==> src/rtl/systolic_mm_stream_pkg.sv <==
// systolic_pkg: FSM encoding and width helpers shared by the systolic matrix engine.
package systolic_pkg;
    localparam logic [1:0] S_IDLE = 2'd0, S_FEED = 2'd1, S_FLUSH = 2'd2, S_DRAIN = 2'd3;
    function automatic int o_bits_of(input int i_bits, input int k_max);
        return 2 * i_bits + $clog2(k_max);
    endfunction
    function automatic int clog2_min1(input int n);
        return n > 1 ? $clog2(n) : 1;
    endfunction
endpackage

==> src/rtl/systolic_mm_stream_if.sv <==
// systolic_mm_stream_if: operand stream in, result-row stream out, job control and status.
interface systolic_mm_stream_if import systolic_pkg::*; #(
    parameter int ROWS = 4,
    parameter int COLS = 4,
    parameter int I_BITS = 8,
    parameter int K_MAX = 16,
    parameter int O_BITS = o_bits_of(I_BITS, K_MAX),
    parameter int KW = $clog2(K_MAX + 1),
    parameter int IW = clog2_min1(ROWS)
);
    logic                   i_start;
    logic [KW-1:0]          i_k_len;
    logic [ROWS*I_BITS-1:0] i_a_col;
    logic [COLS*I_BITS-1:0] i_b_row;
    logic                   i_valid;
    logic                   o_ready;
    logic [COLS*O_BITS-1:0] o_c_row;
    logic [IW-1:0]          o_c_idx;
    logic                   o_valid;
    logic                   i_ready;
    logic                   o_last;
    logic                   o_busy;
    logic                   o_err;
    modport master (
        output i_start, i_k_len, i_a_col, i_b_row, i_valid, i_ready,
        input  o_ready, o_c_row, o_c_idx, o_valid, o_last, o_busy, o_err
    );
    modport slave (
        input  i_start, i_k_len, i_a_col, i_b_row, i_valid, i_ready,
        output o_ready, o_c_row, o_c_idx, o_valid, o_last, o_busy, o_err
    );
endinterface

==> src/rtl/systolic_mm_stream_pe.sv <==
// systolic_mac_pe: one output-stationary MAC cell; forwards a right and b down through one register each.
module systolic_mac_pe #(
    parameter int I_BITS = 8,
    parameter int O_BITS = 20,
    parameter int SIGNED = 1
) (
    input  logic              clk,
    input  logic              rst,
    input  logic              en,
    input  logic              clr,
    input  logic [I_BITS-1:0] a_in,
    input  logic [I_BITS-1:0] b_in,
    output logic [I_BITS-1:0] a_out,
    output logic [I_BITS-1:0] b_out,
    output logic [O_BITS-1:0] acc
);
    localparam int P = 2 * I_BITS;
    logic [P-1:0] a_x, b_x, prod;
    logic [O_BITS-1:0] prod_x;
    // Extending operands to full product width makes one unsigned multiply serve both modes.
    assign a_x = {{I_BITS{SIGNED != 0 && a_in[I_BITS-1]}}, a_in};
    assign b_x = {{I_BITS{SIGNED != 0 && b_in[I_BITS-1]}}, b_in};
    assign prod = a_x * b_x;
    assign prod_x = {{(O_BITS-P){SIGNED != 0 && prod[P-1]}}, prod};
    always_ff @(posedge clk) begin
        if (rst || clr) begin
            a_out <= '0;
            b_out <= '0;
            acc <= '0;
        end else if (en) begin
            a_out <= a_in;
            b_out <= b_in;
            acc <= acc + prod_x;
        end
    end
endmodule

==> src/rtl/systolic_mm_stream.sv <==
// systolic_mm_stream: ROWS x COLS output-stationary matrix multiply with internal skew,
// stall-transparent operand stream and row-serial result drain.
module systolic_mm_stream import systolic_pkg::*; #(
    parameter int ROWS = 4,
    parameter int COLS = 4,
    parameter int I_BITS = 8,
    parameter int K_MAX = 16,
    parameter int SIGNED = 1,
    parameter int O_BITS = o_bits_of(I_BITS, K_MAX)
) (
    input logic i_clock,
    input logic i_reset,
    systolic_mm_stream_if.slave bus
);
    localparam int KW = $clog2(K_MAX + 1);
    localparam int IW = clog2_min1(ROWS);
    localparam int FW = clog2_min1(ROWS + COLS);
    logic [1:0] state;
    logic [KW-1:0] k_q, beat;
    logic [FW-1:0] fl;
    logic [IW-1:0] idx;
    logic err_q, start_ok, clr, feed, en;
    logic [I_BITS-1:0] a_h [ROWS][COLS];
    logic [I_BITS-1:0] a_o [ROWS][COLS];
    logic [I_BITS-1:0] b_v [ROWS][COLS];
    logic [I_BITS-1:0] b_o [ROWS][COLS];
    logic [O_BITS-1:0] acc [ROWS][COLS];
    assign start_ok = bus.i_k_len != '0 && bus.i_k_len <= KW'(K_MAX);
    assign clr = state == S_IDLE && bus.i_start && start_ok;
    assign feed = state == S_FEED && bus.i_valid;
    assign en = feed || state == S_FLUSH;
    always_ff @(posedge i_clock) begin
        if (i_reset) begin
            state <= S_IDLE;
            k_q <= '0;
            beat <= '0;
            fl <= '0;
            idx <= '0;
            err_q <= 1'b0;
        end else begin
            err_q <= state == S_IDLE && bus.i_start && !start_ok;
            case (state)
                S_IDLE: if (clr) begin
                    k_q <= bus.i_k_len;
                    beat <= '0;
                    state <= S_FEED;
                end
                S_FEED: if (feed) begin
                    beat <= beat + KW'(1);
                    fl <= '0;
                    if (beat + KW'(1) == k_q) state <= ROWS + COLS == 2 ? S_DRAIN : S_FLUSH;
                end
                S_FLUSH: begin
                    fl <= fl + FW'(1);
                    if (fl == FW'(ROWS + COLS - 3)) state <= S_DRAIN;
                end
                default: if (bus.i_ready) begin
                    idx <= idx == IW'(ROWS - 1) ? '0 : idx + IW'(1);
                    if (idx == IW'(ROWS - 1)) state <= S_IDLE;
                end
            endcase
        end
    end
    assign bus.o_ready = state == S_FEED;
    assign bus.o_valid = state == S_DRAIN;
    assign bus.o_busy = state != S_IDLE;
    assign bus.o_err = err_q;
    assign bus.o_c_idx = idx;
    assign bus.o_last = bus.o_valid && idx == IW'(ROWS - 1);
    // Row r of A waits r enables so every operand pair meets in PE(r,c) at enable r+c.
    for (genvar r = 0; r < ROWS; r++) begin : g_askew
        logic [I_BITS-1:0] a_src;
        assign a_src = feed ? bus.i_a_col[r*I_BITS +: I_BITS] : '0;
        if (r == 0) begin : g_direct
            assign a_h[r][0] = a_src;
        end else begin : g_delay
            logic [I_BITS-1:0] d [r];
            always_ff @(posedge i_clock) begin
                if (i_reset || clr) begin
                    for (int i = 0; i < r; i++) d[i] <= '0;
                end else if (en) begin
                    d[0] <= a_src;
                    for (int i = 1; i < r; i++) d[i] <= d[i-1];
                end
            end
            assign a_h[r][0] = d[r-1];
        end
    end
    for (genvar c = 0; c < COLS; c++) begin : g_bskew
        logic [I_BITS-1:0] b_src;
        assign b_src = feed ? bus.i_b_row[c*I_BITS +: I_BITS] : '0;
        if (c == 0) begin : g_direct
            assign b_v[0][c] = b_src;
        end else begin : g_delay
            logic [I_BITS-1:0] d [c];
            always_ff @(posedge i_clock) begin
                if (i_reset || clr) begin
                    for (int i = 0; i < c; i++) d[i] <= '0;
                end else if (en) begin
                    d[0] <= b_src;
                    for (int i = 1; i < c; i++) d[i] <= d[i-1];
                end
            end
            assign b_v[0][c] = d[c-1];
        end
    end
    for (genvar r = 0; r < ROWS; r++) begin : g_row
        for (genvar c = 0; c < COLS; c++) begin : g_col
            if (c > 0) begin : g_afwd
                assign a_h[r][c] = a_o[r][c-1];
            end
            if (r > 0) begin : g_bfwd
                assign b_v[r][c] = b_o[r-1][c];
            end
            systolic_mac_pe #(.I_BITS(I_BITS), .O_BITS(O_BITS), .SIGNED(SIGNED)) u_pe (
                .clk(i_clock), .rst(i_reset), .en(en), .clr(clr),
                .a_in(a_h[r][c]), .b_in(b_v[r][c]),
                .a_out(a_o[r][c]), .b_out(b_o[r][c]), .acc(acc[r][c])
            );
        end
    end
    for (genvar c = 0; c < COLS; c++) begin : g_out
        assign bus.o_c_row[c*O_BITS +: O_BITS] = bus.o_valid ? acc[idx][c] : '0;
    end
endmodule

==> src/flat_wrapper.sv <==
// flat-port wrapper written by rule: the top's interface ports become plain ports
module systolic_mm_stream_flat import systolic_pkg::*;
#(
    parameter int ROWS = 4,
    parameter int COLS = 4,
    parameter int I_BITS = 8,
    parameter int K_MAX = 16,
    parameter int SIGNED = 1,
    parameter int O_BITS = o_bits_of(I_BITS, K_MAX)
)
  (i_clock, i_reset, bus_i_start, bus_i_k_len, bus_i_a_col, bus_i_b_row, bus_i_valid, bus_i_ready, bus_o_ready, bus_o_c_row, bus_o_c_idx, bus_o_valid, bus_o_last, bus_o_busy, bus_o_err);
  systolic_mm_stream_if #(.ROWS(ROWS), .COLS(COLS), .I_BITS(I_BITS), .K_MAX(K_MAX), .O_BITS(O_BITS)) bus_i ();
  input logic i_clock;
  input logic i_reset;
  input wire logic [$bits(bus_i.i_start)-1:0] bus_i_start;
  input wire logic [$bits(bus_i.i_k_len)-1:0] bus_i_k_len;
  input wire logic [$bits(bus_i.i_a_col)-1:0] bus_i_a_col;
  input wire logic [$bits(bus_i.i_b_row)-1:0] bus_i_b_row;
  input wire logic [$bits(bus_i.i_valid)-1:0] bus_i_valid;
  input wire logic [$bits(bus_i.i_ready)-1:0] bus_i_ready;
  output wire logic [$bits(bus_i.o_ready)-1:0] bus_o_ready;
  output wire logic [$bits(bus_i.o_c_row)-1:0] bus_o_c_row;
  output wire logic [$bits(bus_i.o_c_idx)-1:0] bus_o_c_idx;
  output wire logic [$bits(bus_i.o_valid)-1:0] bus_o_valid;
  output wire logic [$bits(bus_i.o_last)-1:0] bus_o_last;
  output wire logic [$bits(bus_i.o_busy)-1:0] bus_o_busy;
  output wire logic [$bits(bus_i.o_err)-1:0] bus_o_err;
  assign bus_i.i_start = bus_i_start;
  assign bus_i.i_k_len = bus_i_k_len;
  assign bus_i.i_a_col = bus_i_a_col;
  assign bus_i.i_b_row = bus_i_b_row;
  assign bus_i.i_valid = bus_i_valid;
  assign bus_i.i_ready = bus_i_ready;
  assign bus_o_ready = bus_i.o_ready;
  assign bus_o_c_row = bus_i.o_c_row;
  assign bus_o_c_idx = bus_i.o_c_idx;
  assign bus_o_valid = bus_i.o_valid;
  assign bus_o_last = bus_i.o_last;
  assign bus_o_busy = bus_i.o_busy;
  assign bus_o_err = bus_i.o_err;
  systolic_mm_stream #(.ROWS(ROWS), .COLS(COLS), .I_BITS(I_BITS), .K_MAX(K_MAX), .SIGNED(SIGNED), .O_BITS(O_BITS)) u_core (.i_clock(i_clock), .i_reset(i_reset), .bus(bus_i));
endmodule
==> config.mk <==
export PLATFORM = sky130hd
export DESIGN_NAME = systolic_mm_stream_flat
export DESIGN_NICKNAME = d
export VERILOG_FILES = /design/src/rtl/systolic_mm_stream_pkg.sv /design/src/rtl/systolic_mm_stream_if.sv /design/src/rtl/systolic_mm_stream_pe.sv /design/src/rtl/systolic_mm_stream.sv /design/src/flat_wrapper.sv
export SDC_FILE = /design/constraint.sdc
export NUM_CORES = 2
export LEC_CHECK = 0
export CORE_MARGIN = 2
export CORE_UTILIZATION = 35
export CTS_CLUSTER_SIZE = 14
export DETAILED_ROUTE_END_ITERATION = 10
export GPL_TIMING_DRIVEN = 0
export PLACE_DENSITY = 0.5
export SKIP_CTS_REPAIR_TIMING = 1
export SYNTH_ARGS = -nofsm -noshare
export SYNTH_HDL_FRONTEND = slang
export SYNTH_SLANG_ARGS = --single-unit
==> constraint.sdc <==
create_clock -name i_clock -period 8 [get_ports i_clock]
set_input_delay 1.6 -clock i_clock [delete_from_list [all_inputs] [get_ports i_clock]]
set_output_delay 1.6 -clock i_clock [all_outputs]
set_load 0.02 [all_outputs]
==> results.md <==
* Setup-failing EPs final at 0
* Drt pass-1 iters at 5
* Arrival time worst endpoint at 8.34 ns
* Final hold vios at 0
* Chip height at between 400 and 500 um
* Syn_nets at roughly 11000
* DRT Wirelength at ~260000 um
* Vias at just over 60000
* Vias per std cell at between 5 and 6
* H-Tree Depth at 3
* I/O pin count at 161
* Most common cell after layout, fill and taps aside: inv_1
* Final Cycle Share at 97.0%
* Largest net degree at the start of global routing at 60
* Synthesis-stage register bit count at 626
* CTS max path bufs at 3
* Vias in the first global route at ~64000
* Utilization after layout at around 39%
* Routed Antenna Nets at 0
* Post-synth top flop: dfxtp_1
* Post-route design area at 84700 um2
* IR Drop Worst-Case VDD at roughly 0.18 mV
* GR Overflow Total at 0
* Initial Util at between 30% and 40%
* Core area at about 220000 um2
* Chip width at 471 um
* Worst-path fanout max at 9
* P per Cell Area at 140 nW/um2
* Startpoint Class: input pin
* Layout area overhead at 11.0%
* Fin crit period at about 7.8 ns
* Yosys Warn Count at 0
* Synth unique cells at between 60 and 70
* Worst-Skew Late Latency at about 0.72 ns
* Fmax at 129 MHz
* Clock Sink Count at ~630
* Syn avg cell area at 8.65 um2
* Row cnt at between 150 and 200
* Clock skew at 0.0356 ns
* DIE AREA at 222000 um2
* CP Data Required Time at about 8.6 ns
* Setup TNS at 0 ns
* First-pass GRT wire length at 395000 um
* Synthesized cell area at 76300 um2
* Failing checks: max-capacitance violations, max-slew violations
* Max-slew headroom at -7.56%
* Root buffer cell: clkbuf_16
* Nets at between 10000 and 15000
* Final Non-Filler Cells at roughly 12000
* Leading cell types in the layout, fill and taps excluded: inv_1 (1268), nand2_1 (1148), fa_1 (896)
* Share of cells above drive strength 1 at around 3.3%
* Tot GR Track Use at between 20% and 30%
* Leak at about 38 nW
* CTS Buf Count at between 80 and 90
* Initial antenna violation count at 30
* Worst hold path type: reg -> reg
* Setup CP Type: in -> reg
* Max Cap Viol at 5
* Worst-path clk slew at 0.06 ns
* Worst Setup End Kind: register
* RSZ-0062 raised after global routing: no
* Port bufs at 160
* DRC violations left at 0
* 1st-iter DRT viols at ~3700
* Slew @ Worst Pin at 1.61 ns
* Post-DP Area at 81600 um2
* Post-synthesis cell count at between 8000 and 9000
* Sequential element share of the synthesized area at between 10% and 20%
* Async S/R FF share, synth at 0%
* Post-synth EDFFs at 96
* Max-slew violations at 54
* Routability Congestion at 0.936
* Outcome: complete, but fails checks
* Post-DP HPWL at around 210000 um
* Cells after DPL at between 10000 and 15000
* CTS tree: done
* Routed WL per cell at around 22 um
[sequential cells by signal (all words and copies together), names as in the netlist]
register / flops
u_core.beat: 5
u_core.g_bskew.g_delay.d: 48
u_core.bus.o_c_idx: 2
u_core.g_row.g_col.u_pe.b_out: 96
u_core.k_q: 5
u_core.g_row.g_col.u_pe.acc: 320
u_core.bus.o_err: 1
u_core.g_row.g_col.u_pe.a_out: 96
u_core.fl: 3
u_core.g_askew.g_delay.d: 48
u_core.state: 2
[path summary, 6_finish.rpt]
check,startpoint,endpoint,depth (start not counted),slack (ns)
setup reg to reg,u_core.g_bskew[1].g_delay.d[0][5],u_core.g_row[0].g_col[1].u_pe.acc[19],26,0.34
hold / removal,u_core.g_row[2].g_col[1].u_pe.acc[12],u_core.g_row[2].g_col[1].u_pe.acc[12],2,0.47
hold reg to reg,u_core.g_row[2].g_col[1].u_pe.acc[12],u_core.g_row[2].g_col[1].u_pe.acc[12],2,0.47
setup / recovery,bus_i_a_col[6],u_core.g_row[0].g_col[0].u_pe.acc[19],28,0.24
[synthesized netlist by cell type (8+ instances only)]
library cell / count / area share, %
clkbuf_1: 324 / 1.6
nand2_1: 1149 / 5.7
nor2_1: 364 / 1.8
o31a_1: 9 / 0.10
or3_1: 59 / 0.48
o21a_1: 24 / 0.24
a21oi_1: 692 / 4.5
a211oi_1: 63 / 0.62
edfxtp_1: 96 / 3.8
ha_1: 778 / 13
a31oi_1: 26 / 0.21
nor3_1: 94 / 0.62
mux2i_1: 14 / 0.18
a22oi_1: 11 / 0.11
a211o_1: 13 / 0.15
a21o_1: 150 / 1.5
xor2_1: 129 / 1.5
a22o_1: 11 / 0.13
o41ai_1: 13 / 0.15
xnor2_1: 380 / 4.4
and2_1: 659 / 5.4
o2111ai_1: 10 / 0.11
or2_2: 15 / 0.12
mux4_2: 80 / 2.4
o21bai_1: 90 / 0.89
o31ai_1: 10 / 0.098
fa_1: 897 / 24
dfxtp_1: 530 / 14
nand2b_1: 123 / 1.0
o2111a_1: 8 / 0.12
o21ai_0: 239 / 1.6
o211ai_1: 24 / 0.24
inv_1: 1269 / 6.2
and3_1: 195 / 1.6
or4_1: 13 / 0.13
nand3_1: 118 / 0.77
buf_1: 16 / 0.079
[cell type report]
type | count | area [um2]
timing repair buffer | 170 | 1730
fill | 22235 | 132000
clock inverter | 38 | 520
multi-input combinational | 6579 | 56900
tap | 2854 | 3570
inverter | 1269 | 4770
sequential | 626 | 13500
antenna | 7 | 17.5
clock buffer | 110 | 2400
buffer | 339 | 1310
[metal layers]
metal	GRT usage, %	vias to the layer above	wire length, um
met2	40.3	1415	125000
met4	9.39	6	12100
li1	-	29177	-
met5	0	-	35
met3	2.42	399	11500
met1	30.5	31058	113000
[worst max-delay path, stage by stage]
cell and delay (ns):
clkdlybuf4s50_1 0.68, and3_1 0.30, fa_1 0.50, inv_1 0.06, fa_1 0.50, inv_1 0.05
fa_1 0.54, inv_1 0.06, fa_1 0.49, inv_1 0.05, ha_1 0.32, a21oi_2 0.18
o21bai_1 0.09, a21oi_2 0.19, o21bai_1 0.10, a21oi_2 0.20, o21bai_1 0.10, a21oi_2 0.26
xnor2_4 0.20, ha_4 0.27, and3_1 0.20, and3_1 0.18, nand3_1 0.11, a31oi_1 0.14
o221a_2 0.29, and3_1 0.21, a2111oi_4 0.35, nand4_1 0.11
[report_power, final]
part | switching, mW | internal [mW]
logic | 2.83 | 1.04
registers | 0.373 | 3.46
clock network | 1.65 | 2.47
[metrics by stage]
stage          total power [mW]  setup slack, ns  hold WS (ns)
5_1_grt                    12.3          0.00688         0.493
2_1_floorplan              5.82           0.0821         0.439
4_1_cts                    11.9            -1.51         0.473
3_5_place_dp               7.71            -2.25         0.463
6_report                   11.8            0.243         0.473
3_3_place_gp               7.67            -2.20         0.459
[logic make-up (layout without fill, tap and decap cells)]
group / after synthesis / in the layout / synth area share [%]
muxes: 94 / 94 / 2.55
and+or+nand+nor: 2826 / 2826 / 17.9
AOI/OAI and AO/OA: 1475 / 1475 / 11.8
xor gates and xnor gates: 509 / 509 / 5.84
adders and majority gates: 1675 / 1675 / 36.3
buffers and inverters: 1609 / 1926 / 7.92
DFF: 626 / 626 / 17.7
other: 0 / 7 / 0
Power figures use the tool's default switching activity.
